$ cat config.mk
export PLATFORM = sky130hd
export DESIGN_NAME = trap_ctrl_flat
export DESIGN_NICKNAME = d
export VERILOG_FILES = /design/src/rtl/trap_ctrl_pkg.sv /design/src/rtl/trap_ctrl_if.sv /design/src/rtl/trap_ctrl_prio_enc.sv /design/src/rtl/trap_ctrl.sv /design/src/flat_wrapper.sv
export SDC_FILE = /design/constraint.sdc
export NUM_CORES = 1
export LEC_CHECK = 0
export CAP_MARGIN = 5
export CORE_ASPECT_RATIO = 1.4
export CORE_MARGIN = 4
export CORE_UTILIZATION = 39
export DETAILED_ROUTE_END_ITERATION = 10
export HOLD_SLACK_MARGIN = 0.06
export PLACE_DENSITY_LB_ADDON = 0.12
export SYNTH_ARGS = -nofsm -noshare
export SYNTH_HDL_FRONTEND = slang
export SYNTH_SLANG_ARGS = --single-unit
$ cat constraint.sdc
create_clock -name clk -period 4 [get_ports clk]
set_clock_uncertainty 0.1 [all_clocks]
set_input_delay 1.2 -clock clk [delete_from_list [all_inputs] [get_ports clk]]
set_output_delay 1.2 -clock clk [all_outputs]
set_load 0.1 [all_outputs]
$ cat src/rtl/trap_ctrl_pkg.sv
// trap_ctrl_pkg: shared types for the machine-mode trap sequencer.
//   csr_num_t      - CSR numbers written by the sequencer
//   mstatus/mie/mip - RV32 machine CSR field layouts
//   mcause_t       - exception and interrupt cause codes
//   trap_state_t   - sequencer states
//   trap_entry_status / mret_status - mstatus rewrite helpers
package trap_ctrl_pkg;

  localparam logic [31:0] HARDCODED_MTVEC = 32'h8000_0004;

  typedef enum logic [11:0] {
    CSR_MSTATUS = 12'h300,
    CSR_MIE     = 12'h304,
    CSR_MTVEC   = 12'h305,
    CSR_MEPC    = 12'h341,
    CSR_MCAUSE  = 12'h342,
    CSR_MTVAL   = 12'h343,
    CSR_MIP     = 12'h344
  } csr_num_t;

  typedef enum logic [31:0] {
    M_INSTR_MISALIGN = 32'd0,
    M_INSTR_FAULT    = 32'd1,
    M_ILL_INSTR      = 32'd2,
    M_BREAKPOINT     = 32'd3,
    M_LOAD_MISALIGN  = 32'd4,
    M_LOAD_FAULT     = 32'd5,
    M_STORE_MISALIGN = 32'd6,
    M_STORE_FAULT    = 32'd7,
    M_ECALL          = 32'd11,
    M_TIMER_INT      = 32'h8000_0007,
    M_EXT_INT        = 32'h8000_000B
  } mcause_t;

  typedef struct packed {
    logic [18:0] rsvd_31_13;
    logic [1:0]  mpp;        // [12:11]
    logic [2:0]  rsvd_10_8;
    logic        mpie;       // [7]
    logic [2:0]  rsvd_6_4;
    logic        mie;        // [3]
    logic [2:0]  rsvd_2_0;
  } mstatus_csr_t;

  typedef struct packed {
    logic [19:0] rsvd_31_12;
    logic        meie;       // [11]
    logic [2:0]  rsvd_10_8;
    logic        mtie;       // [7]
    logic [2:0]  rsvd_6_4;
    logic        msie;       // [3]
    logic [2:0]  rsvd_2_0;
  } mie_csr_t;

  typedef struct packed {
    logic [19:0] rsvd_31_12;
    logic        meip;       // [11]
    logic [2:0]  rsvd_10_8;
    logic        mtip;       // [7]
    logic [2:0]  rsvd_6_4;
    logic        msip;       // [3]
    logic [2:0]  rsvd_2_0;
  } mip_csr_t;

  typedef enum logic [2:0] {
    IDLE     = 3'd0,
    W_EPC    = 3'd1,
    W_CAUSE  = 3'd2,
    W_TVAL   = 3'd3,
    W_STATUS = 3'd4,
    M_STATUS = 3'd5,
    REDIRECT = 3'd6
  } trap_state_t;

  // Trap entry: stash mie into mpie, disable interrupts, previous mode = M.
  function automatic mstatus_csr_t trap_entry_status(input mstatus_csr_t s);
    mstatus_csr_t r;
    r      = s;
    r.mpie = s.mie;
    r.mie  = 1'b0;
    r.mpp  = 2'b11;
    return r;
  endfunction

  // mret: restore mie from mpie, re-arm mpie, stay in M.
  function automatic mstatus_csr_t mret_status(input mstatus_csr_t s);
    mstatus_csr_t r;
    r      = s;
    r.mie  = s.mpie;
    r.mpie = 1'b1;
    r.mpp  = 2'b11;
    return r;
  endfunction

endpackage

$ cat src/rtl/trap_ctrl_if.sv
// trap_ctrl_if: core/CSR-side bundle of the trap sequencer.
//   Inputs to the sequencer: boundary, exception request/cause/tval, trap pc,
//   mret, and current mstatus/mie/mip/mepc.
//   Outputs: stall, one CSR write port, PC redirect, trap_taken pulse.
//   slave  - trap_ctrl side; master - core / testbench side.
interface trap_ctrl_if #(parameter int XLEN = 32);
  logic            boundary_i;
  logic            exc_req_i;
  logic [31:0]     exc_code_i;
  logic [XLEN-1:0] exc_tval_i;
  logic [XLEN-1:0] trap_pc_i;
  logic            mret_i;
  logic [XLEN-1:0] mstatus_i;
  logic [XLEN-1:0] mie_i;
  logic [XLEN-1:0] mip_i;
  logic [XLEN-1:0] mepc_i;

  logic            stall_o;
  logic            csr_we_o;
  logic [11:0]     csr_waddr_o;
  logic [XLEN-1:0] csr_wdata_o;
  logic            redirect_o;
  logic [XLEN-1:0] redirect_pc_o;
  logic            trap_taken_o;

  modport slave (
    input  boundary_i, exc_req_i, exc_code_i, exc_tval_i, trap_pc_i, mret_i,
           mstatus_i, mie_i, mip_i, mepc_i,
    output stall_o, csr_we_o, csr_waddr_o, csr_wdata_o, redirect_o,
           redirect_pc_o, trap_taken_o
  );

  modport master (
    output boundary_i, exc_req_i, exc_code_i, exc_tval_i, trap_pc_i, mret_i,
           mstatus_i, mie_i, mip_i, mepc_i,
    input  stall_o, csr_we_o, csr_waddr_o, csr_wdata_o, redirect_o,
           redirect_pc_o, trap_taken_o
  );
endinterface

$ cat src/rtl/trap_ctrl_prio_enc.sv
// trap_prio_enc: combinational trap source select.
//   i_exc_req/i_exc_code - synchronous exception (highest priority)
//   i_mstatus/i_mie/i_mip - interrupt enables and pending bits
//   o_valid  - some trap source is active
//   o_is_irq - selected source is an interrupt
//   o_cause  - mcause value for the selected source
module trap_prio_enc
  import trap_ctrl_pkg::*;
(
  input  logic         i_exc_req,
  input  logic [31:0]  i_exc_code,
  input  mstatus_csr_t i_mstatus,
  input  mie_csr_t     i_mie,
  input  mip_csr_t     i_mip,
  output logic         o_valid,
  output logic         o_is_irq,
  output logic [31:0]  o_cause
);
  logic w_ext, w_tmr, w_unused;

  assign w_ext    = i_mstatus.mie & i_mie.meie & i_mip.meip;
  assign w_tmr    = i_mstatus.mie & i_mie.mtie & i_mip.mtip;
  assign w_unused = ^{i_mstatus, i_mie, i_mip};

  always_comb begin
    o_valid  = 1'b0;
    o_is_irq = 1'b0;
    o_cause  = '0;
    if (i_exc_req) begin
      o_valid = 1'b1;
      o_cause = i_exc_code;
    end else if (w_ext) begin
      o_valid  = 1'b1;
      o_is_irq = 1'b1;
      o_cause  = M_EXT_INT;
    end else if (w_tmr) begin
      o_valid  = 1'b1;
      o_is_irq = 1'b1;
      o_cause  = M_TIMER_INT;
    end
  end
endmodule

$ cat src/rtl/trap_ctrl.sv
// trap_ctrl: machine-mode trap sequencer.
//   clk, rst_n - core clock, async active-low reset
//   bus        - trap_ctrl_if.slave (core inputs, CSR write port, redirect)
// At an instruction boundary in IDLE it accepts an exception, external irq,
// timer irq or mret (in that priority), then issues one CSR write per cycle
// (mepc, mcause, mtval, mstatus for a trap; mstatus for mret) while stalling,
// and finishes with a one-cycle redirect to MTVEC or mepc.
module trap_ctrl
  import trap_ctrl_pkg::*;
#(
  parameter int              XLEN  = 32,
  parameter logic [XLEN-1:0] MTVEC = HARDCODED_MTVEC
) (
  input logic         clk,
  input logic         rst_n,
  trap_ctrl_if.slave  bus
);
  localparam logic [2:0] S_IDLE     = IDLE;
  localparam logic [2:0] S_W_EPC    = W_EPC;
  localparam logic [2:0] S_W_CAUSE  = W_CAUSE;
  localparam logic [2:0] S_W_TVAL   = W_TVAL;
  localparam logic [2:0] S_W_STATUS = W_STATUS;
  localparam logic [2:0] S_M_STATUS = M_STATUS;
  localparam logic [2:0] S_REDIRECT = REDIRECT;

  logic [2:0]      r_state, w_nstate;
  logic            r_is_mret;
  logic [31:0]     r_cause;
  logic [XLEN-1:0] r_tval;
  mstatus_csr_t    r_mstatus;

  logic            r_we;
  logic [11:0]     r_waddr;
  logic [XLEN-1:0] r_wdata;
  logic            r_redirect;

  logic            w_valid, w_is_irq;
  logic [31:0]     w_cause;
  logic            w_acc_trap, w_acc_mret;
  logic            w_we;
  logic [11:0]     w_waddr;
  logic [XLEN-1:0] w_wdata;
  logic            w_unused;

  trap_prio_enc u_prio (
    .i_exc_req  (bus.exc_req_i),
    .i_exc_code (bus.exc_code_i),
    .i_mstatus  (bus.mstatus_i),
    .i_mie      (bus.mie_i),
    .i_mip      (bus.mip_i),
    .o_valid    (w_valid),
    .o_is_irq   (w_is_irq),
    .o_cause    (w_cause)
  );

  // mret only wins when no trap source is active, so an irq coincident
  // with mret is taken and the mret re-executes after the handler.
  assign w_acc_trap = (r_state == S_IDLE) & bus.boundary_i & w_valid;
  assign w_acc_mret = (r_state == S_IDLE) & bus.boundary_i & ~w_valid & bus.mret_i;
  assign w_unused   = ^bus.trap_pc_i[1:0];

  always_comb begin
    w_nstate = r_state;
    case (r_state)
      S_IDLE: begin
        if (w_acc_trap)      w_nstate = S_W_EPC;
        else if (w_acc_mret) w_nstate = S_M_STATUS;
      end
      S_W_EPC:    w_nstate = S_W_CAUSE;
      S_W_CAUSE:  w_nstate = S_W_TVAL;
      S_W_TVAL:   w_nstate = S_W_STATUS;
      S_W_STATUS: w_nstate = S_REDIRECT;
      S_M_STATUS: w_nstate = S_REDIRECT;
      default:    w_nstate = S_IDLE;
    endcase
  end

  // Write port is registered: decode the write belonging to the next state.
  // W_EPC and M_STATUS are only entered from acceptance, so their data comes
  // straight from the inputs; later writes use the captured values.
  always_comb begin
    w_we    = 1'b0;
    w_waddr = '0;
    w_wdata = '0;
    case (w_nstate)
      S_W_EPC: begin
        w_we    = 1'b1;
        w_waddr = CSR_MEPC;
        w_wdata = {bus.trap_pc_i[XLEN-1:2], 2'b00};
      end
      S_W_CAUSE: begin
        w_we    = 1'b1;
        w_waddr = CSR_MCAUSE;
        w_wdata = r_cause;
      end
      S_W_TVAL: begin
        w_we    = 1'b1;
        w_waddr = CSR_MTVAL;
        w_wdata = r_tval;
      end
      S_W_STATUS: begin
        w_we    = 1'b1;
        w_waddr = CSR_MSTATUS;
        w_wdata = trap_entry_status(r_mstatus);
      end
      S_M_STATUS: begin
        w_we    = 1'b1;
        w_waddr = CSR_MSTATUS;
        w_wdata = mret_status(bus.mstatus_i);
      end
      default: ;
    endcase
  end

  always_ff @(posedge clk or negedge rst_n) begin
    if (!rst_n) begin
      r_state    <= S_IDLE;
      r_is_mret  <= 1'b0;
      r_cause    <= '0;
      r_tval     <= '0;
      r_mstatus  <= '0;
      r_we       <= 1'b0;
      r_waddr    <= '0;
      r_wdata    <= '0;
      r_redirect <= 1'b0;
    end else begin
      r_state    <= w_nstate;
      r_we       <= w_we;
      r_waddr    <= w_waddr;
      r_wdata    <= w_wdata;
      r_redirect <= (w_nstate == S_REDIRECT);
      if (w_acc_trap) begin
        r_is_mret <= 1'b0;
        r_cause   <= w_cause;
        r_tval    <= w_is_irq ? '0 : bus.exc_tval_i;
        r_mstatus <= bus.mstatus_i;
      end else if (w_acc_mret) begin
        r_is_mret <= 1'b1;
        r_mstatus <= bus.mstatus_i;
      end
    end
  end

  assign bus.stall_o       = (r_state != S_IDLE);
  assign bus.csr_we_o      = r_we;
  assign bus.csr_waddr_o   = r_waddr;
  assign bus.csr_wdata_o   = r_wdata;
  assign bus.redirect_o    = r_redirect;
  assign bus.redirect_pc_o = r_redirect ? (r_is_mret ? bus.mepc_i : MTVEC) : '0;
  assign bus.trap_taken_o  = w_acc_trap;

endmodule

$ cat src/flat_wrapper.sv
// flat-port wrapper written by rule: the top's interface ports become plain ports
module trap_ctrl_flat import trap_ctrl_pkg::*;
#(
  parameter int              XLEN  = 32,
  parameter logic [XLEN-1:0] MTVEC = HARDCODED_MTVEC
)
  (clk, rst_n, bus_boundary_i, bus_exc_req_i, bus_exc_code_i, bus_exc_tval_i, bus_trap_pc_i, bus_mret_i, bus_mstatus_i, bus_mie_i, bus_mip_i, bus_mepc_i, bus_stall_o, bus_csr_we_o, bus_csr_waddr_o, bus_csr_wdata_o, bus_redirect_o, bus_redirect_pc_o, bus_trap_taken_o);
  trap_ctrl_if #(.XLEN(XLEN)) bus_i ();
  input logic clk;
  input logic rst_n;
  input wire logic [$bits(bus_i.boundary_i)-1:0] bus_boundary_i;
  input wire logic [$bits(bus_i.exc_req_i)-1:0] bus_exc_req_i;
  input wire logic [$bits(bus_i.exc_code_i)-1:0] bus_exc_code_i;
  input wire logic [$bits(bus_i.exc_tval_i)-1:0] bus_exc_tval_i;
  input wire logic [$bits(bus_i.trap_pc_i)-1:0] bus_trap_pc_i;
  input wire logic [$bits(bus_i.mret_i)-1:0] bus_mret_i;
  input wire logic [$bits(bus_i.mstatus_i)-1:0] bus_mstatus_i;
  input wire logic [$bits(bus_i.mie_i)-1:0] bus_mie_i;
  input wire logic [$bits(bus_i.mip_i)-1:0] bus_mip_i;
  input wire logic [$bits(bus_i.mepc_i)-1:0] bus_mepc_i;
  output wire logic [$bits(bus_i.stall_o)-1:0] bus_stall_o;
  output wire logic [$bits(bus_i.csr_we_o)-1:0] bus_csr_we_o;
  output wire logic [$bits(bus_i.csr_waddr_o)-1:0] bus_csr_waddr_o;
  output wire logic [$bits(bus_i.csr_wdata_o)-1:0] bus_csr_wdata_o;
  output wire logic [$bits(bus_i.redirect_o)-1:0] bus_redirect_o;
  output wire logic [$bits(bus_i.redirect_pc_o)-1:0] bus_redirect_pc_o;
  output wire logic [$bits(bus_i.trap_taken_o)-1:0] bus_trap_taken_o;
  assign bus_i.boundary_i = bus_boundary_i;
  assign bus_i.exc_req_i = bus_exc_req_i;
  assign bus_i.exc_code_i = bus_exc_code_i;
  assign bus_i.exc_tval_i = bus_exc_tval_i;
  assign bus_i.trap_pc_i = bus_trap_pc_i;
  assign bus_i.mret_i = bus_mret_i;
  assign bus_i.mstatus_i = bus_mstatus_i;
  assign bus_i.mie_i = bus_mie_i;
  assign bus_i.mip_i = bus_mip_i;
  assign bus_i.mepc_i = bus_mepc_i;
  assign bus_stall_o = bus_i.stall_o;
  assign bus_csr_we_o = bus_i.csr_we_o;
  assign bus_csr_waddr_o = bus_i.csr_waddr_o;
  assign bus_csr_wdata_o = bus_i.csr_wdata_o;
  assign bus_redirect_o = bus_i.redirect_o;
  assign bus_redirect_pc_o = bus_i.redirect_pc_o;
  assign bus_trap_taken_o = bus_i.trap_taken_o;
  trap_ctrl #(.XLEN(XLEN), .MTVEC(MTVEC)) u_core (.clk(clk), .rst_n(rst_n), .bus(bus_i));
endmodule
==> flow_metrics.env, run 1 <==
export IMPL_start_kind="primary input"
export IMPL_worst_hold_path_type="flop to flop"
export IMPL_clkSinkCount=135
export IMPL_highest_achievable_clock_rate_mhz=266
export IMPL_fp_row_count=54
export IMPL_port_buffers=237
export IMPL_die_w_um=115
export IMPL_number_of_buffers_on_the_longest_clock_path=2
export IMPL_synth_adder_area_share=0
export IMPL_synth_seq_area_share=0.544
export IMPL_final_layout_size_suffix_gt1_frac=0.255
export IMPL_ios=309
export IMPL_worst_ep_arrival_time_ps=2460
export IMPL_total_global_route_track_usage=0.231
export IMPL_synth_edff_count=0
export IMPL_finalHoldWorstSlack_ps=402
export IMPL_core_um2=15600
export IMPL_yosys_warnings=0
export IMPL_crit_fanout=3
export IMPL_slowest_stage="sky130_fd_sc_hd__clkdlybuf4s50_1"
export IMPL_synthDistinctLibCells=40
export IMPL_areaGrowthSynthToFinish_pct=54.1
export IMPL_global_route_usage_met1=0.272
export IMPL_tritoncts="done"
export IMPL_synthSimpleGateAreaFrac=0.0756
export IMPL_clkSlewWorstSetupHoldPaths_ps=60
export IMPL_clock_power_share=0.195
export IMPL_path_cells="clkdlybuf4s50_1, a22o_1, a21o_2, nand2_2, inv_1, buf_12"
export IMPL_layoutNonFillerInstCount=940
export IMPL_placedInstanceArea_um2=8970
export IMPL_max_slew_worst_pin_slew_ps=982
export IMPL_detail_route_drc_violations=0
export IMPL_critical_path_required_ps=2700
export IMPL_grtUsageMet3=0.0542
export IMPL_power_per_cell_area_nw_per_um2=838
export IMPL_drt_pass1_iter_count=5
export IMPL_comb_power_share=0.492
export IMPL_layout_cells_most_common_list="sky130_fd_sc_hd__clkdlybuf4s50_1 (187), sky130_fd_sc_hd__dfrtp_1 (132), sky130_fd_sc_hd__a22o_1 (61), sky130_fd_sc_hd__mux2_2 (55), sky130_fd_sc_hd__buf_12 (35)"
export IMPL_cp_end_kind="output port"
export IMPL_number_of_global_route_vias_before_repair=5736
export IMPL_synth_mux_area_fraction=0.105
export IMPL_place_worst_setup_slack_ps=240
export IMPL_rr_worst_depth=6
export IMPL_cts_root_buf="sky130_fd_sc_hd__clkbuf_16"
export IMPL_p_seq_frac=0.314
export IMPL_synthArstFlopShare=1.00
export IMPL_routed_wl_mm=21.1
export IMPL_power_mw=8.02
export IMPL_synth_compound_area_share=0.214
export IMPL_synth_cells=515
export IMPL_initial_antenna_violation_count=2
export IMPL_cts_hold_buf=0
export IMPL_crit_type="primary input to output port"
export IMPL_post_route_util=0.613
export IMPL_place_congestion=0.832
export IMPL_gate_family_responsible_for_the_most_delay_along_the_worst_path="buffers and inverters"
export IMPL_final_common_cell="sky130_fd_sc_hd__clkdlybuf4s50_1"
export IMPL_setup_buffers_after_cts=0
export IMPL_critical_path_max_stage_delay_ps=410
export IMPL_worst_ir_drop_vdd_mv=0.590
export IMPL_floorplan_initialDensity=0.398
export IMPL_cap_violations=0
export IMPL_synth_top_family_by_area="compound AO/OA/AOI/OAI gates"
export IMPL_route_vias_total=5363
export IMPL_post_cts_resized_instances=0
export IMPL_dp_final_hpwl_mm=14.3
export IMPL_final_area_um2=9560
export IMPL_fin_crit_sh=0.939
export IMPL_overflow_after_grt=0
export IMPL_critical_path_depth=6
export IMPL_ys_dominant_reg_cell="sky130_fd_sc_hd__dfrtp_1"
export IMPL_timing_slew_headroom=0.343
export IMPL_clkLatencyLatePin_ps=410
export IMPL_dpl_cell_count=907
export IMPL_internal_power_mw=4.54
export IMPL_cellLeakagePower_nw=4.13
export IMPL_setup_viol=0
export IMPL_tritoncts_num_buffers=17
export IMPL_dr_first_iter_drc_count=283
export IMPL_grt_pass1_wl_mm=32.1
export IMPL_sum_of_buffers_and_inverters_on_the_critical_path=3
export IMPL_hold_viol_final=0
export IMPL_die_footprint_um2=18000
export IMPL_final_nets=959
export IMPL_synth_area_per_cell_um2=12.0
export IMPL_setup_reg_to_reg_worst_slack_ps=1220
export IMPL_synth_area_um2=6200
export IMPL_setup_tns_final_ps=0
export IMPL_ys_seq_elements=135
export IMPL_fin_crit_ps=3760
export IMPL_p_sw_mw=3.48
export IMPL_routed_wire_length_per_instance_um=22.5
export IMPL_pin_count_of_the_biggest_net_entering_global_routing=65
export IMPL_yosys_area_share_xor_xnor=0.00282
export IMPL_power_switching_share=0.434
export IMPL_slew_viol_final=0
export IMPL_floorplan_die_height_um=157
export IMPL_vias_per_cell=5.71
export IMPL_use_met2=0.405
export IMPL_whs_path_depth=1
export IMPL_grt_most_used_layer="met2"
export IMPL_fin_ws_ps=245
export IMPL_rsz0062_at_grt="false"
export IMPL_run_status="finished clean"
export IMPL_final_antenna_net_count=0
export IMPL_cts_htree_levels=4
==> cells by family (layout without fill, tap and decap cells) <==
family,Yosys count,count (layout)
simple gates,83,83
other cells,1,9
mux,58,58
xor+xnor,2,2
compound gates,169,169
flops,135,135
buf+inv,67,288
==> cells in the mapped netlist, types with 7 or more instances <==
master | n | area [µm²]
sky130_fd_sc_hd__a21oi_1 | 7 | 35.0
sky130_fd_sc_hd__a22o_1 | 61 | 534
sky130_fd_sc_hd__a22oi_1 | 27 | 203
sky130_fd_sc_hd__a31o_2 | 26 | 228
sky130_fd_sc_hd__and3_1 | 31 | 194
sky130_fd_sc_hd__buf_2 | 20 | 100
sky130_fd_sc_hd__buf_4 | 9 | 67.6
sky130_fd_sc_hd__clkbuf_1 | 26 | 97.6
sky130_fd_sc_hd__dfrtp_1 | 135 | 3380
sky130_fd_sc_hd__mux2_2 | 55 | 619
sky130_fd_sc_hd__nand2_1 | 7 | 26.3
sky130_fd_sc_hd__nand3_1 | 28 | 140
sky130_fd_sc_hd__nor2_1 | 7 | 26.3
sky130_fd_sc_hd__o22ai_1 | 26 | 163
==> worst paths after layout <==
path                                                   end                 from
worst min register to register         u_core.r_mstatus[2]  u_core.r_mstatus[2]
worst max-delay path                      bus_trap_taken_o         bus_mip_i[7]
worst min-delay path                   u_core.r_mstatus[2]  u_core.r_mstatus[2]
worst max register to register  u_core.bus.csr_wdata_o[24]    u_core.r_state[1]
min in group asynchronous             u_core.r_mstatus[26]                rst_n
max in group asynchronous                 u_core.r_tval[0]                rst_n
==> flip-flops by register name (all words and copies together) (netlist names) <==
| register | count |
|---|---|
| u_core.r_state | 3 |
| u_core.bus.csr_waddr_o | 4 |
| u_core.r_tval | 32 |
| u_core.bus.csr_we_o | 1 |
| u_core.r_mstatus | 29 |
| u_core.bus.csr_wdata_o | 32 |
| u_core.bus.redirect_o | 1 |
| u_core.r_cause | 32 |
| u_core.r_is_mret | 1 |
==> routing by layer <==
metal	up-vias	share of wire
met3	34	0.077
met1	2693	0.38
met2	256	0.52
li1	2380	-
met4	0	0.021
met5	-	0
==> power groups by stage <==
stage	Combinational [mW]	Clock [mW]	Sequential (mW)
final	3.94	1.56	2.51
after global routing	4.15	1.64	2.60
after CTS	3.96	1.59	2.51
after detailed placement	3.95	0	2.52
after global placement	3.89	0	2.48
after floorplan	2.13	0	3.25
==> worst reg2reg max path, stage by stage (launching register included) <==
cell	delay, ps
sky130_fd_sc_hd__dfrtp_2	770
sky130_fd_sc_hd__buf_4	420
sky130_fd_sc_hd__nor2b_4	670
sky130_fd_sc_hd__buf_4	320
sky130_fd_sc_hd__a22oi_1	100
sky130_fd_sc_hd__o22ai_1	210
sky130_fd_sc_hd__a31o_2	130
==> final cells by class <==
cell class	instances	area, µm²
Multi-Input combinational cell	319	2520
Inverter	4	15.0
Antenna cell	2	5.00
Fill cell	1282	6040
Timing Repair Buffer	253	2810
Clock inverter	11	124
Clock buffer	20	467
Tap cell	196	245
Sequential cell	135	3380
Note: power is estimated with default switching activity, not from simulation.
==> run 2: changes to the inputs <==
- SKIP_CTS_REPAIR_TIMING: not set -> 1
==> results of run 2 <==
The final DEF is identical to that of run 1; final timing and power are the same.
